### config.mk
export PLATFORM = sky130hd
export DESIGN_NAME = apb3_master_fsm
export DESIGN_NICKNAME = d
export VERILOG_FILES = /design/src/rtl/apb_bridge_pkg.sv /design/src/rtl/apb3_master_fsm_timeout.sv /design/src/rtl/apb3_master_fsm.sv
export SDC_FILE = /design/constraint.sdc
export NUM_CORES = 1
export LEC_CHECK = 0
export ABC_AREA = 1
export BUFFER_PORTS_ARGS = -buffer_cell sky130_fd_sc_hd__buf_2
export CAP_MARGIN = 40
export CORE_MARGIN = 2
export CORE_UTILIZATION = 46
export CTS_CLUSTER_DIAMETER = 120
export DETAILED_ROUTE_END_ITERATION = 8
export HOLD_SLACK_MARGIN = 0.03
export PLACE_DENSITY = 0.79
export SLEW_MARGIN = 20
export SYNTH_ARGS = -nofsm -noshare
export SYNTH_HDL_FRONTEND = slang
export SYNTH_SLANG_ARGS = --single-unit
### constraint.sdc
create_clock -name rclk -period 1.7 [get_ports rclk]
set_clock_uncertainty 0.05 [all_clocks]
set_input_delay 0.085 -clock rclk [delete_from_list [all_inputs] [get_ports rclk]]
set_output_delay 0.085 -clock rclk [all_outputs]
set_load 0.02 [all_outputs]
### src/rtl/apb_bridge_pkg.sv
// Shared definitions for the AXI4-Lite to APB3 bridge: FSM state type and the
// packed command/response word layouts used by both the AXI and APB sides.
package apb_bridge_pkg;

  typedef enum logic [2:0] {
    ST_IDLE   = 3'd0,
    ST_LOAD   = 3'd1,
    ST_SETUP  = 3'd2,
    ST_ACCESS = 3'd3,
    ST_RESP   = 3'd4
  } apb_state_t;

  localparam int APB_ADDR_W = 32;
  localparam int APB_DATA_W = 32;

  // Command word {write, addr, wdata}; response word {is_write, slverr, rdata}.
  function automatic int cmd_wr_bit(input int aw, input int dw);
    return aw + dw;
  endfunction

  function automatic int rsp_wr_bit(input int dw);
    return dw + 1;
  endfunction

  function automatic int rsp_err_bit(input int dw);
    return dw;
  endfunction

  localparam int CMD_W       = 1 + APB_ADDR_W + APB_DATA_W;
  localparam int CMD_WR_BIT  = cmd_wr_bit(APB_ADDR_W, APB_DATA_W);
  localparam int RSP_W       = 2 + APB_DATA_W;
  localparam int RSP_WR_BIT  = rsp_wr_bit(APB_DATA_W);
  localparam int RSP_ERR_BIT = rsp_err_bit(APB_DATA_W);

endpackage

### src/rtl/apb3_master_fsm_timeout.sv
// ACCESS-phase watchdog for apb3_master_fsm; only instantiated when
// APB_TIMEOUT_EN is defined.
module apb_timeout_cnt #(
  parameter int TIMEOUT = 255
) (
  input  logic clk_i,
  input  logic rst_n_i,
  input  logic clr_i,
  input  logic inc_i,
  output logic expire_o
);

  localparam int CNT_W = ($clog2(TIMEOUT + 1) > 8) ? $clog2(TIMEOUT + 1) : 8;
  localparam logic [CNT_W-1:0] LAST = CNT_W'(TIMEOUT - 1);

  logic [CNT_W-1:0] cnt_q, cnt_d;

  always_comb begin
    cnt_d = cnt_q;
    if (clr_i) begin
      cnt_d = '0;
    end else if (inc_i && (cnt_q != '1)) begin
      cnt_d = cnt_q + 1'b1;
    end
  end

  always_ff @(posedge clk_i) begin
    if (!rst_n_i) begin
      cnt_q <= '0;
    end else begin
      cnt_q <= cnt_d;
    end
  end

  // Fires during the TIMEOUT-th waiting ACCESS cycle so ACCESS lasts exactly TIMEOUT cycles.
  assign expire_o = inc_i && (cnt_q == LAST);

endmodule

### src/rtl/apb3_master_fsm.sv
// APB3 requester: pops one command word, runs one SETUP/ACCESS transfer, pushes
// one response word. Optional ACCESS watchdog enabled by APB_TIMEOUT_EN.
//
//   state  | meaning
//   IDLE   | waiting for a command; pops when the FIFO is non-empty
//   LOAD   | FIFO read data valid; latch write/addr/wdata
//   SETUP  | psel=1, penable=0
//   ACCESS | psel=1, penable=1; waits for pready (or watchdog)
//   RESP   | holds the response until the response FIFO accepts it
module apb3_master_fsm
  import apb_bridge_pkg::*;
#(
  parameter int ADDR_W  = APB_ADDR_W,
  parameter int DATA_W  = APB_DATA_W,
  parameter int TIMEOUT = 255
) (
  input  logic                     rclk,
  input  logic                     rrst_n,
  input  logic [ADDR_W+DATA_W:0]   cmd_rdata,
  input  logic                     cmd_rempty,
  output logic                     cmd_rinc,
  output logic [DATA_W+1:0]        rsp_wdata,
  input  logic                     rsp_wfull,
  output logic                     rsp_winc,
  output logic [ADDR_W-1:0]        paddr,
  output logic [DATA_W-1:0]        pwdata,
  output logic                     pwrite,
  output logic                     psel,
  output logic                     penable,
  input  logic [DATA_W-1:0]        prdata,
  input  logic                     pready,
  input  logic                     pslverr,
  output logic                     busy,
  output logic [15:0]              err_cnt
);

  localparam int C_WR  = cmd_wr_bit(ADDR_W, DATA_W);
  localparam int R_WR  = rsp_wr_bit(DATA_W);
  localparam int R_ERR = rsp_err_bit(DATA_W);

  apb_state_t        state_q, state_d;
  logic [ADDR_W-1:0] paddr_q, paddr_d;
  logic [DATA_W-1:0] pwdata_q, pwdata_d;
  logic              pwrite_q, pwrite_d;
  logic              rsp_err_q, rsp_err_d;
  logic [DATA_W-1:0] rsp_rdata_q, rsp_rdata_d;
  logic [15:0]       err_cnt_q, err_cnt_d;
  logic              tmo_hit;

`ifdef APB_TIMEOUT_EN
  logic acc_wait;
  assign acc_wait = (state_q == ST_ACCESS) && !pready;

  apb_timeout_cnt #(
    .TIMEOUT (TIMEOUT)
  ) u_timeout (
    .clk_i    (rclk),
    .rst_n_i  (rrst_n),
    .clr_i    (state_q == ST_SETUP),
    .inc_i    (acc_wait),
    .expire_o (tmo_hit)
  );
`else
  // No watchdog in this build: ACCESS waits for pready indefinitely.
  assign tmo_hit = (TIMEOUT < 0) & 1'b0;
`endif

  always_ff @(posedge rclk) begin
    if (!rrst_n) begin
      state_q     <= ST_IDLE;
      paddr_q     <= '0;
      pwdata_q    <= '0;
      pwrite_q    <= 1'b0;
      rsp_err_q   <= 1'b0;
      rsp_rdata_q <= '0;
      err_cnt_q   <= '0;
    end else begin
      state_q     <= state_d;
      paddr_q     <= paddr_d;
      pwdata_q    <= pwdata_d;
      pwrite_q    <= pwrite_d;
      rsp_err_q   <= rsp_err_d;
      rsp_rdata_q <= rsp_rdata_d;
      err_cnt_q   <= err_cnt_d;
    end
  end

  always_comb begin
    state_d     = state_q;
    paddr_d     = paddr_q;
    pwdata_d    = pwdata_q;
    pwrite_d    = pwrite_q;
    rsp_err_d   = rsp_err_q;
    rsp_rdata_d = rsp_rdata_q;
    err_cnt_d   = err_cnt_q;
    cmd_rinc    = 1'b0;
    rsp_winc    = 1'b0;
    psel        = 1'b0;
    penable     = 1'b0;

    case (state_q)
      ST_IDLE: begin
        if (!cmd_rempty) begin
          cmd_rinc = 1'b1;
          state_d  = ST_LOAD;
        end
      end
      ST_LOAD: begin
        pwrite_d = cmd_rdata[C_WR];
        paddr_d  = cmd_rdata[DATA_W +: ADDR_W];
        pwdata_d = cmd_rdata[DATA_W-1:0];
        state_d  = ST_SETUP;
      end
      ST_SETUP: begin
        psel    = 1'b1;
        state_d = ST_ACCESS;
      end
      ST_ACCESS: begin
        psel    = 1'b1;
        penable = 1'b1;
        if (pready) begin
          rsp_err_d   = pslverr;
          rsp_rdata_d = pwrite_q ? '0 : prdata;
          state_d     = ST_RESP;
        end else if (tmo_hit) begin
          rsp_err_d   = 1'b1;
          rsp_rdata_d = '0;
          state_d     = ST_RESP;
        end
      end
      ST_RESP: begin
        if (!rsp_wfull) begin
          rsp_winc = 1'b1;
          state_d  = ST_IDLE;
          if (rsp_err_q && (err_cnt_q != 16'hFFFF)) begin
            err_cnt_d = err_cnt_q + 16'd1;
          end
        end
      end
      default: state_d = ST_IDLE;
    endcase

    // Never pop or push while reset is held; the reset edge discards any in-flight command.
    if (!rrst_n) begin
      cmd_rinc = 1'b0;
      rsp_winc = 1'b0;
    end
  end

  always_comb begin
    rsp_wdata                = '0;
    rsp_wdata[R_WR]          = pwrite_q;
    rsp_wdata[R_ERR]         = rsp_err_q;
    rsp_wdata[DATA_W-1:0]    = rsp_rdata_q;
  end

  assign paddr   = paddr_q;
  assign pwdata  = pwdata_q;
  assign pwrite  = pwrite_q;
  assign busy    = (state_q != ST_IDLE);
  assign err_cnt = err_cnt_q;

endmodule

==> results.py, run 1 <==
metrics = {
    "clock_network": {
        "clock-sinks": 117,
        "cts-htree-levels": 4,
        "clk_latency_ns": 0.51,
        "root_buffer": "clkbuf_8",
        "clk_pin_slew_ns": 0.05,
        "cts_max_path_buffers": 2,
        "cts_made_buffers": 17,
        "cts_tree": "done",
    },
    "finish": {
        "final_cell_mix": "219 x buf_2, 146 x nor2_1, 112 x dfxtp_1",
        "final_nets": 1046,
        "diodes": 0,
        "final_common_cell": "buf_2",
        "final_cell_count_no_fill": 1088,
        "syn_to_final_growth_pct": 65.3,
        "drive_gt1_share_pct": 34.1,
    },
    "placed_design": {
        "port_buffers": 222,
        "placed_cells": 945,
        "post-place-ws_ns": 0.127,
        "gp_congestion": 0.876,
        "dp_hpwl_um": 9320,
    },
    "critical_path": {
        "worst-path-buf-inv": 2,
        "start_kind": "register",
        "critPathArrivalTime_ns": 1.95,
        "required_ns": 2.02,
        "rrSetupSlack_ns": 0.06,
        "path_class": "reg2reg",
        "crit_path_max_incr_delay_ns": 0.56,
        "cp_max_fo": 4,
        "slowest_stage": "dlygate4sd3_1",
        "crit_chain": "inv_4 > nor3_4 > nand2_2 > nand3_1 > dlygate4sd3_1 > a41oi_1",
        "worstSetupEndpointType": "register",
        "cp_top_family": "buffers and inverters",
    },
    "logic_synthesis": {
        "avgSynthCellArea_um2": 7.65,
        "synth_warnings": 0,
        "synth_nets": 716,
        "ys_seq_area_share_pct": 50.0,
        "async_reset_ff_share_pct": 0,
        "synth-seq-cells": 117,
        "synth_cells": 612,
        "synthDistinctLibCells": 29,
        "synth_edf_count": 0,
        "syn-cell-area_um2": 4680,
        "synth_ff_type": "dfxtp_1",
    },
    "die": {
        "num_io_pins": 223,
        "start_util_pct": 47.7,
        "die_h_um": 105,
        "die_w_um": 105,
        "coreArea_um2": 9820,
        "die_area_um2": 11000,
        "num_rows": 36,
    },
    "sta": {
        "finalWorstSetupSlack_ns": 0.0617,
        "fmax_mhz": 610,
        "tightest_slew_ns": 0.498,
        "slew_headroom_pct": 66.8,
        "slew_viol_final": 0,
        "finalHoldViolCount": 0,
        "rsz0062_at_grt": "true",
        "finalSetupViolations": 0,
        "post-route-period-util_pct": 96.4,
        "period_minus_slack_ns": 1.64,
        "setup-tns-final_ns": 0,
    },
    "route": {
        "route.vias.total": 5663,
        "wl_met3_um": 1370,
        "dr.max_layer_used": "met4",
        "drt_iter0_markers": 378,
        "wl_met2_um": 8680,
        "firstDrtPassIters": 5,
        "wl_per_cell_um": 15.6,
        "drc": 0,
        "totalWireLength_um": 17000,
        "wl_met1_um": 6490,
        "vias_per_cell": 5.20,
        "antenna_left": 0,
    },
    "status": {
        "outcome": "finished clean",
    },
    "power": {
        "leakage_nw": 3.59,
        "p_per_area_nw_per_um2": 1100,
        "peakVddDrop_mv": 0.690,
    },
    "global_route": {
        "grt_use_total_pct": 30.2,
        "grt_pass1_vias": 5573,
        "antenna_found_initial": 0,
        "grt_max_degree": 61,
        "grt_pass1_wl_um": 27000,
        "gr-total-overflow": 0,
    },
    "job": {
        "cap_violations": 0,
    },
    "worst_hold_path": {
        "worstHoldPathType": "in2reg",
    },
}
==> tightest hold or removal path: stages <==
cell and delay (ns):
buf_2 0.13, clkinv_1 0.09, buf_12 0.25, a31oi_1 0.06
==> flip-flops by register name, summed over array words and instances (netlist names) <==
signal,flops
paddr,32
rsp_err_q,1
pwdata,32
state_q,3
pwrite,1
rsp_rdata_q,32
err_cnt,16
==> per-layer routing <==
metal / vias up / global-route usage (%)
li1: 2675 / -
met1: 2639 / 34.4
met2: 302 / 52.9
met3: 47 / 9.05
met4: 0 / 11.8
met5: - / 0
==> cells by family (layout without fill, tap and decap cells) <==
kind of cell	count (synthesis)	after routing	share of synthesized area (%)
flops	117	117	50.0
buf+inv	61	404	6.07
xor+xnor	7	7	1.31
compound gates	120	120	13.7
fa+ha+maj	1	1	0.267
simple gates	306	306	28.7
==> layout make-up <==
type	count	area (µm²)
fillers	624	2080
clock buffers	20	445
inverters	18	75.1
well taps	133	166
repair buffers	354	2440
flip-flops and latches	117	2350
multi-input cells	434	2090
clock inverters	12	178
==> where the power goes <==
part           switching (W)  internal, W
combinational        0.00101     0.000643
sequential          0.000145      0.00300
clock                0.00127      0.00246
==> cells in the mapped netlist, types with 2 or more instances <==
master	instances	share of area, %
nor2_1	147	12
dfxtp_1	117	50
nand2_1	91	7.3
o21ai_0	68	7.3
a21oi_1	41	4.4
nand4_1	37	4.9
clkbuf_1	22	1.8
buf_2	17	1.8
inv_1	14	1.1
nand2_2	11	1.5
nand3_1	10	1.1
a21oi_2	9	1.7
nor2_4	4	0.96
xnor2_1	4	0.75
xor2_1	3	0.56
buf_4	2	0.32
inv_2	2	0.16
nor3_1	2	0.21
==> stage by stage <==
stage	area [µm²]	total power (W)	hold slack (ns)	utilization, %
floorplan	4690	0.00399	0.170	-
global placement	5950	0.00449	0.257	60.6
detailed placement	5950	0.00453	0.259	60.6
CTS	7640	0.00845	0.0919	77.8
global route	7740	0.00887	0.125	78.8
finish	7740	0.00852	0.105	78.8
==> final timing paths <==
| check | startpoint | to | cells after the start |
|---|---|---|---|
| hold reg to reg | rsp_rdata_q[30]$_SDFFE_PN0P_ | rsp_rdata_q[30]$_SDFFE_PN0P_ | 2 |
| hold / removal | rrst_n | state_q[1]$_SDFFE_PN0P_ | 4 |
| setup reg to reg | state_q[2]$_SDFFE_PN0P_ | state_q[0]$_SDFFE_PN0P_ | 6 |
| setup / recovery | state_q[2]$_SDFFE_PN0P_ | state_q[0]$_SDFFE_PN0P_ | 6 |
==> repair_timing <==
item / 4_1_cts / 5_1_grt
endpoints found under the setup margin: 2 / 3
gates cloned: 0 / 1
hold buffers: 104 / 0
pin swaps: 0 / 4
gates resized for setup: 7 / 14
setup buffers: 0 / 6
endpoints found under the hold margin: 101 / 0
Power figures use the tool's default switching activity.
==> run 2, diff against run 1 <==
REMOVE_ABC_BUFFERS = 1   (was default)
==> results.py, run 2 (same netlist as run 1, synthesis figures left out) <==
metrics = {
    "clock_network": {
        "clk_pin_slew_ns": 0.06,
        "cts_made_buffers": 17,
        "clk_latency_ns": 0.52,
        "cts_max_path_buffers": 2,
        "cts_tree": "done",
        "clock-sinks": 117,
        "root_buffer": "clkbuf_8",
        "cts-htree-levels": 4,
    },
    "finish": {
        "diodes": 0,
        "ff_latch_area_um2": 2350,
        "final_cell_mix": "219 x buf_2, 146 x nor2_1, 113 x dfxtp_1",
        "multi_input_area_um2": 2070,
        "drive_gt1_share_pct": 34.0,
        "final_cell_count_no_fill": 1087,
        "syn_to_final_growth_pct": 64.0,
        "final_common_cell": "buf_2",
        "final_nets": 1045,
        "n_fill_cell": 612,
    },
    "power": {
        "p_per_area_nw_per_um2": 1100,
        "leakage_nw": 3.57,
        "seqPwrFrac_pct": 37.5,
        "switchingPower_w": 0.00252,
        "sw_frac_of_total_pct": 30.0,
        "power_frac_clock_pct": 43.3,
        "pwr-share-comb_pct": 19.2,
        "peakVddDrop_mv": 0.808,
        "internal-power_w": 0.00589,
    },
    "job": {
        "cap_violations": 0,
    },
    "sta": {
        "finalHoldViolCount": 0,
        "tightest_slew_ns": 0.555,
        "setup-tns-final_ns": 0,
        "slew_viol_final": 0,
        "slew_headroom_pct": 63.0,
        "rsz0062_at_grt": "true",
        "fmax_mhz": 596,
        "post-route-period-util_pct": 98.6,
        "period_minus_slack_ns": 1.68,
        "finalSetupViolations": 0,
    },
    "global_route": {
        "grt_use_total_pct": 31.5,
        "gr-total-overflow": 0,
        "grt_max_degree": 68,
        "antenna_found_initial": 0,
        "grt_pass1_vias": 5842,
        "grt_pass1_wl_um": 28000,
    },
    "critical_path": {
        "start_kind": "register",
        "worstSetupEndpointType": "output pin",
        "required_ns": 1.56,
        "cp_max_fo": 23,
        "critPathArrivalTime_ns": 1.54,
        "path_class": "reg2out",
    },
    "die": {
        "num_rows": 36,
        "die_h_um": 105,
        "die_area_um2": 11000,
        "num_io_pins": 223,
        "die_w_um": 105,
        "start_util_pct": 47.7,
        "coreArea_um2": 9820,
    },
    "worst_hold_path": {
        "worstHoldPathType": "in2reg",
    },
    "route": {
        "drt_iter0_markers": 433,
        "totalWireLength_um": 17600,
        "vias_per_cell": 5.31,
        "wl_per_cell_um": 16.2,
        "firstDrtPassIters": 5,
        "route.vias.total": 5773,
        "drc": 0,
        "antenna_left": 0,
    },
    "status": {
        "outcome": "finished clean",
    },
    "placed_design": {
        "port_buffers": 222,
        "gp_congestion": 0.833,
        "placed_cells": 945,
        "dp_hpwl_um": 9570,
    },
}
## run 2: critical path, stage by stage (launching register included)
cell	delay [ns]
dfxtp_4	0.35
buf_4	0.12
nand3_1	0.15
inv_4	0.11
buf_12	0.15
buf_4	0.15
## run 2: final timing paths
path	slack [ns]	cells after the start	start	endpoint
max	0.02	5	state_q[0]$_SDFFE_PN0P_	penable
min	0.28	4	cmd_rdata[52]	paddr[20]$_SDFFE_PN0P_
max reg2reg	0.06	5	state_q[2]$_SDFFE_PN0P_	paddr[14]$_SDFFE_PN0P_
min reg2reg	0.42	2	rsp_rdata_q[2]$_SDFFE_PN0P_	rsp_rdata_q[2]$_SDFFE_PN0P_
## run 2: layout make-up
| class | count | share of cell area (%) |
|---|---|---|
| well taps | 133 | 2.17 |
| repair buffers | 353 | 31.3 |
| inverters | 18 | 1.04 |
| multi-input cells | 434 | 27.0 |
| clock inverters | 14 | 2.30 |
| flip-flops and latches | 117 | 30.6 |
| clock buffers | 18 | 5.57 |
## run 2: power groups by stage
stage / Sequential (W) / Clock, W / Combinational [W]
after floorplan: 0.00348 / 0 / 0.000438
after global placement: 0.00317 / 0 / 0.00130
after detailed placement: 0.00318 / 0 / 0.00134
after CTS: 0.00313 / 0.00367 / 0.00155
after global routing: 0.00318 / 0.00379 / 0.00173
final: 0.00315 / 0.00365 / 0.00162
## run 2: through the flow
step | total power [W] | setup slack [ns] | cell area [µm²] | utilization (%) | hold slack (ns)
after floorplan | 0.00392 | -3.54 | 4470 | - | 0.170
after global placement | 0.00447 | 0.136 | 5930 | 60.4 | 0.257
after detailed placement | 0.00452 | 0.0534 | 5930 | 60.4 | 0.264
after CTS | 0.00835 | -0.0204 | 7620 | 77.6 | 0.254
after global routing | 0.00870 | -0.0645 | 7680 | 78.2 | 0.280
final | 0.00842 | 0.0234 | 7680 | 78.2 | 0.278
## run 2: repair_timing
action | 4_1_cts | 5_1_grt
gates resized for setup | 12 | 7
pin swaps | 2 | 6
buffers inserted | 5 | 3
endpoints found under the setup margin | 3 | 59
hold buffers | 102 | 0
endpoints found under the hold margin | 112 | 0
## run 2: layer usage
layer	share of wire (%)	routed length (µm)	track usage, %
met1	36	6330	34.5
met2	50	8760	54.3
met3	9.9	1750	10.1
met4	4.3	753	16.6
met5	0	0	0
==> run 3, diff against run 2 <==
CORE_ASPECT_RATIO = 1.5   (was default)
==> results.py, run 3 (same netlist as run 1, synthesis figures left out) <==
metrics = {
    "die": {
        "die_area_um2": 11000,
        "num_rows": 45,
        "start_util_pct": 46.7,
        "die_w_um": 86.4,
        "num_io_pins": 223,
        "coreArea_um2": 10000,
        "die_h_um": 128,
    },
    "finish": {
        "fin_area_um2": 7650,
        "syn_to_final_growth_pct": 63.4,
        "final_cell_mix": "222 x buf_2, 146 x nor2_1, 115 x dfxtp_1",
        "final_util_pct": 76.3,
        "final_common_cell": "buf_2",
        "drive_gt1_share_pct": 32.9,
        "final_nets": 1039,
    },
    "sta": {
        "rsz0062_at_grt": "false",
        "slew_viol_final": 0,
        "finalHoldViolCount": 0,
        "slew_headroom_pct": 77.7,
        "tightest_slew_ns": 0.333,
        "period_minus_slack_ns": 1.63,
        "post-route-period-util_pct": 95.8,
        "finalSetupViolations": 0,
        "fmax_mhz": 614,
    },
    "worst_hold_path": {
        "whs_endpoint": "rsp_rdata_q[31]$_SDFFE_PN0P_",
        "worstHoldPathType": "in2reg",
        "holdPathStages": 3,
        "worstHoldStart": "pready",
    },
    "critical_path": {
        "start_kind": "register",
        "path_class": "reg2reg",
        "crit_path_max_incr_delay_ns": 0.56,
        "rrSetupSlack_ns": 0.07,
        "worst-path-buf-inv": 2,
        "required_ns": 1.96,
        "r2r_start": "state_q[0]$_SDFFE_PN0P_",
        "worstSetupEndpointType": "register",
        "ff2ff_path_depth": 7,
        "r2r_end": "state_q[0]$_SDFFE_PN0P_",
        "crit_chain": "inv_1 > nand2_2 > nor2_2 > nand2_1 > nand3_1 > dlygate4sd3_1 > a41oi_1",
        "slowest_stage": "dlygate4sd3_1",
        "critPathArrivalTime_ns": 1.89,
        "cp_max_fo": 3,
        "cp_top_family": "buffers and inverters",
    },
    "global_route": {
        "grt_pass1_wl_um": 26400,
        "gr-total-overflow": 0,
        "grt_use_total_pct": 30.0,
        "grt_max_degree": 67,
        "antenna_found_initial": 2,
        "grt_pass1_vias": 5690,
    },
    "placed_design": {
        "dp_hpwl_um": 9330,
        "gp_congestion": 0.844,
        "port_buffers": 222,
        "place_area_um2": 5940,
    },
    "clock_network": {
        "root_buffer": "clkbuf_16",
        "clk_pin_slew_ns": 0.06,
        "cts_made_buffers": 17,
        "cts-htree-levels": 4,
        "clock-sinks": 117,
        "clk_latency_ns": 0.40,
        "cts_max_path_buffers": 2,
        "cts_tree": "done",
    },
    "job": {
        "cap_violations": 0,
    },
    "route": {
        "drc": 0,
        "antenna_left": 0,
        "drt_iter0_markers": 348,
        "wl_per_cell_um": 15.8,
        "totalWireLength_um": 16900,
        "vias_per_cell": 5.36,
        "firstDrtPassIters": 5,
        "route.vias.total": 5717,
    },
    "power": {
        "p_per_area_nw_per_um2": 1150,
        "leakage_nw": 3.58,
        "peakVddDrop_mv": 0.993,
    },
    "status": {
        "outcome": "finished clean",
    },
}
-- run 3: cell count changes in the layout (fill, tap and decap cells not counted), moves of 2 or more --
cell | before | now
buf_4 | 26 | 19
clkinvlp_4 | 5 | 1
buf_2 | 219 | 222
buf_6 | 3 | 0
bufinv_16 | 3 | 6
clkbuf_1 | 0 | 2
clkbuf_8 | 2 | 0
clkinv_2 | 1 | 3
dfxtp_1 | 113 | 115
diode_2 | 0 | 2
inv_4 | 2 | 0
-- run 3: worst max-delay path by stage --
stage                       startpoint                       to  slack (ns)  depth (start not counted)
3_5_place_dp   err_cnt[0]$_SDFFE_PN0P_  err_cnt[0]$_SDFFE_PN0P_        0.13                          9
3_3_place_gp   err_cnt[0]$_SDFFE_PN0P_  err_cnt[7]$_SDFFE_PN0P_        0.19                          9
6_report       state_q[0]$_SDFFE_PN0P_  state_q[0]$_SDFFE_PN0P_        0.07                          7
5_1_grt        state_q[0]$_SDFFE_PN0P_  state_q[0]$_SDFFE_PN0P_       0.002                          7
2_1_floorplan  state_q[0]$_SDFFE_PN0P_      pwrite$_SDFFE_PN0P_       -3.54                          5
4_1_cts        state_q[1]$_SDFFE_PN0P_                  penable        0.01                          4
-- run 3: metal layers --
metal	global-route usage (%)	part of all wire, %	vias up
met3	8.40	8.3	69
li1	-	-	2661
met1	33.5	37	2636
met5	0	0	-
met4	15.3	4.3	0
met2	51.4	51	351
-- run 3: layout make-up --
cell class | instances | area (µm²)
Fill cell | 634 | 2370
Inverter | 18 | 72.6
Clock buffer | 19 | 433
Multi-Input combinational cell | 434 | 2070
Antenna cell | 2 | 5.00
Tap cell | 117 | 146
Timing Repair Buffer | 347 | 2350
Sequential cell | 117 | 2340
Clock inverter | 13 | 229
-- run 3: where the power goes --
group	switching, W	internal (W)	leakage [nW]
Clock	0.00129	0.00275	0.321
Sequential	0.000149	0.00300	0.956
Combinational	0.000997	0.000607	2.30
Total	0.00243	0.00636	3.58
-- run 3: metrics by stage --
stage / power (W) / worst slack, ns / instances / setup TNS [ns] / hold slack (ns)
2_1_floorplan: 0.00392 / -3.54 / 569 / -230.17 / 0.170
3_3_place_gp: 0.00448 / 0.194 / 929 / 0 / 0.256
3_5_place_dp: 0.00453 / 0.127 / 929 / 0 / 0.261
6_report: 0.00879 / 0.0721 / 1067 / 0 / 0.0442
5_1_grt: 0.00908 / 0.00172 / 1067 / 0 / 0.0665
4_1_cts: 0.00871 / 0.0104 / 1063 / 0 / 0.0381
-- run 3: worst register-to-register path, cell delays in order, from the launching register on --
cell and delay, ns:
dfxtp_2 0.36, inv_1 0.09, nand2_2 0.10, nor2_2 0.05, nand2_1 0.10, nand3_1 0.08
dlygate4sd3_1 0.56, a41oi_1 0.16
-- run 3: timing repair --
action	4_1_cts	5_1_grt
endpoints found under the setup margin	0	8
gates resized for setup	0	5
endpoints found under the hold margin	101	0
hold buffers	102	0
buffers inserted	0	2
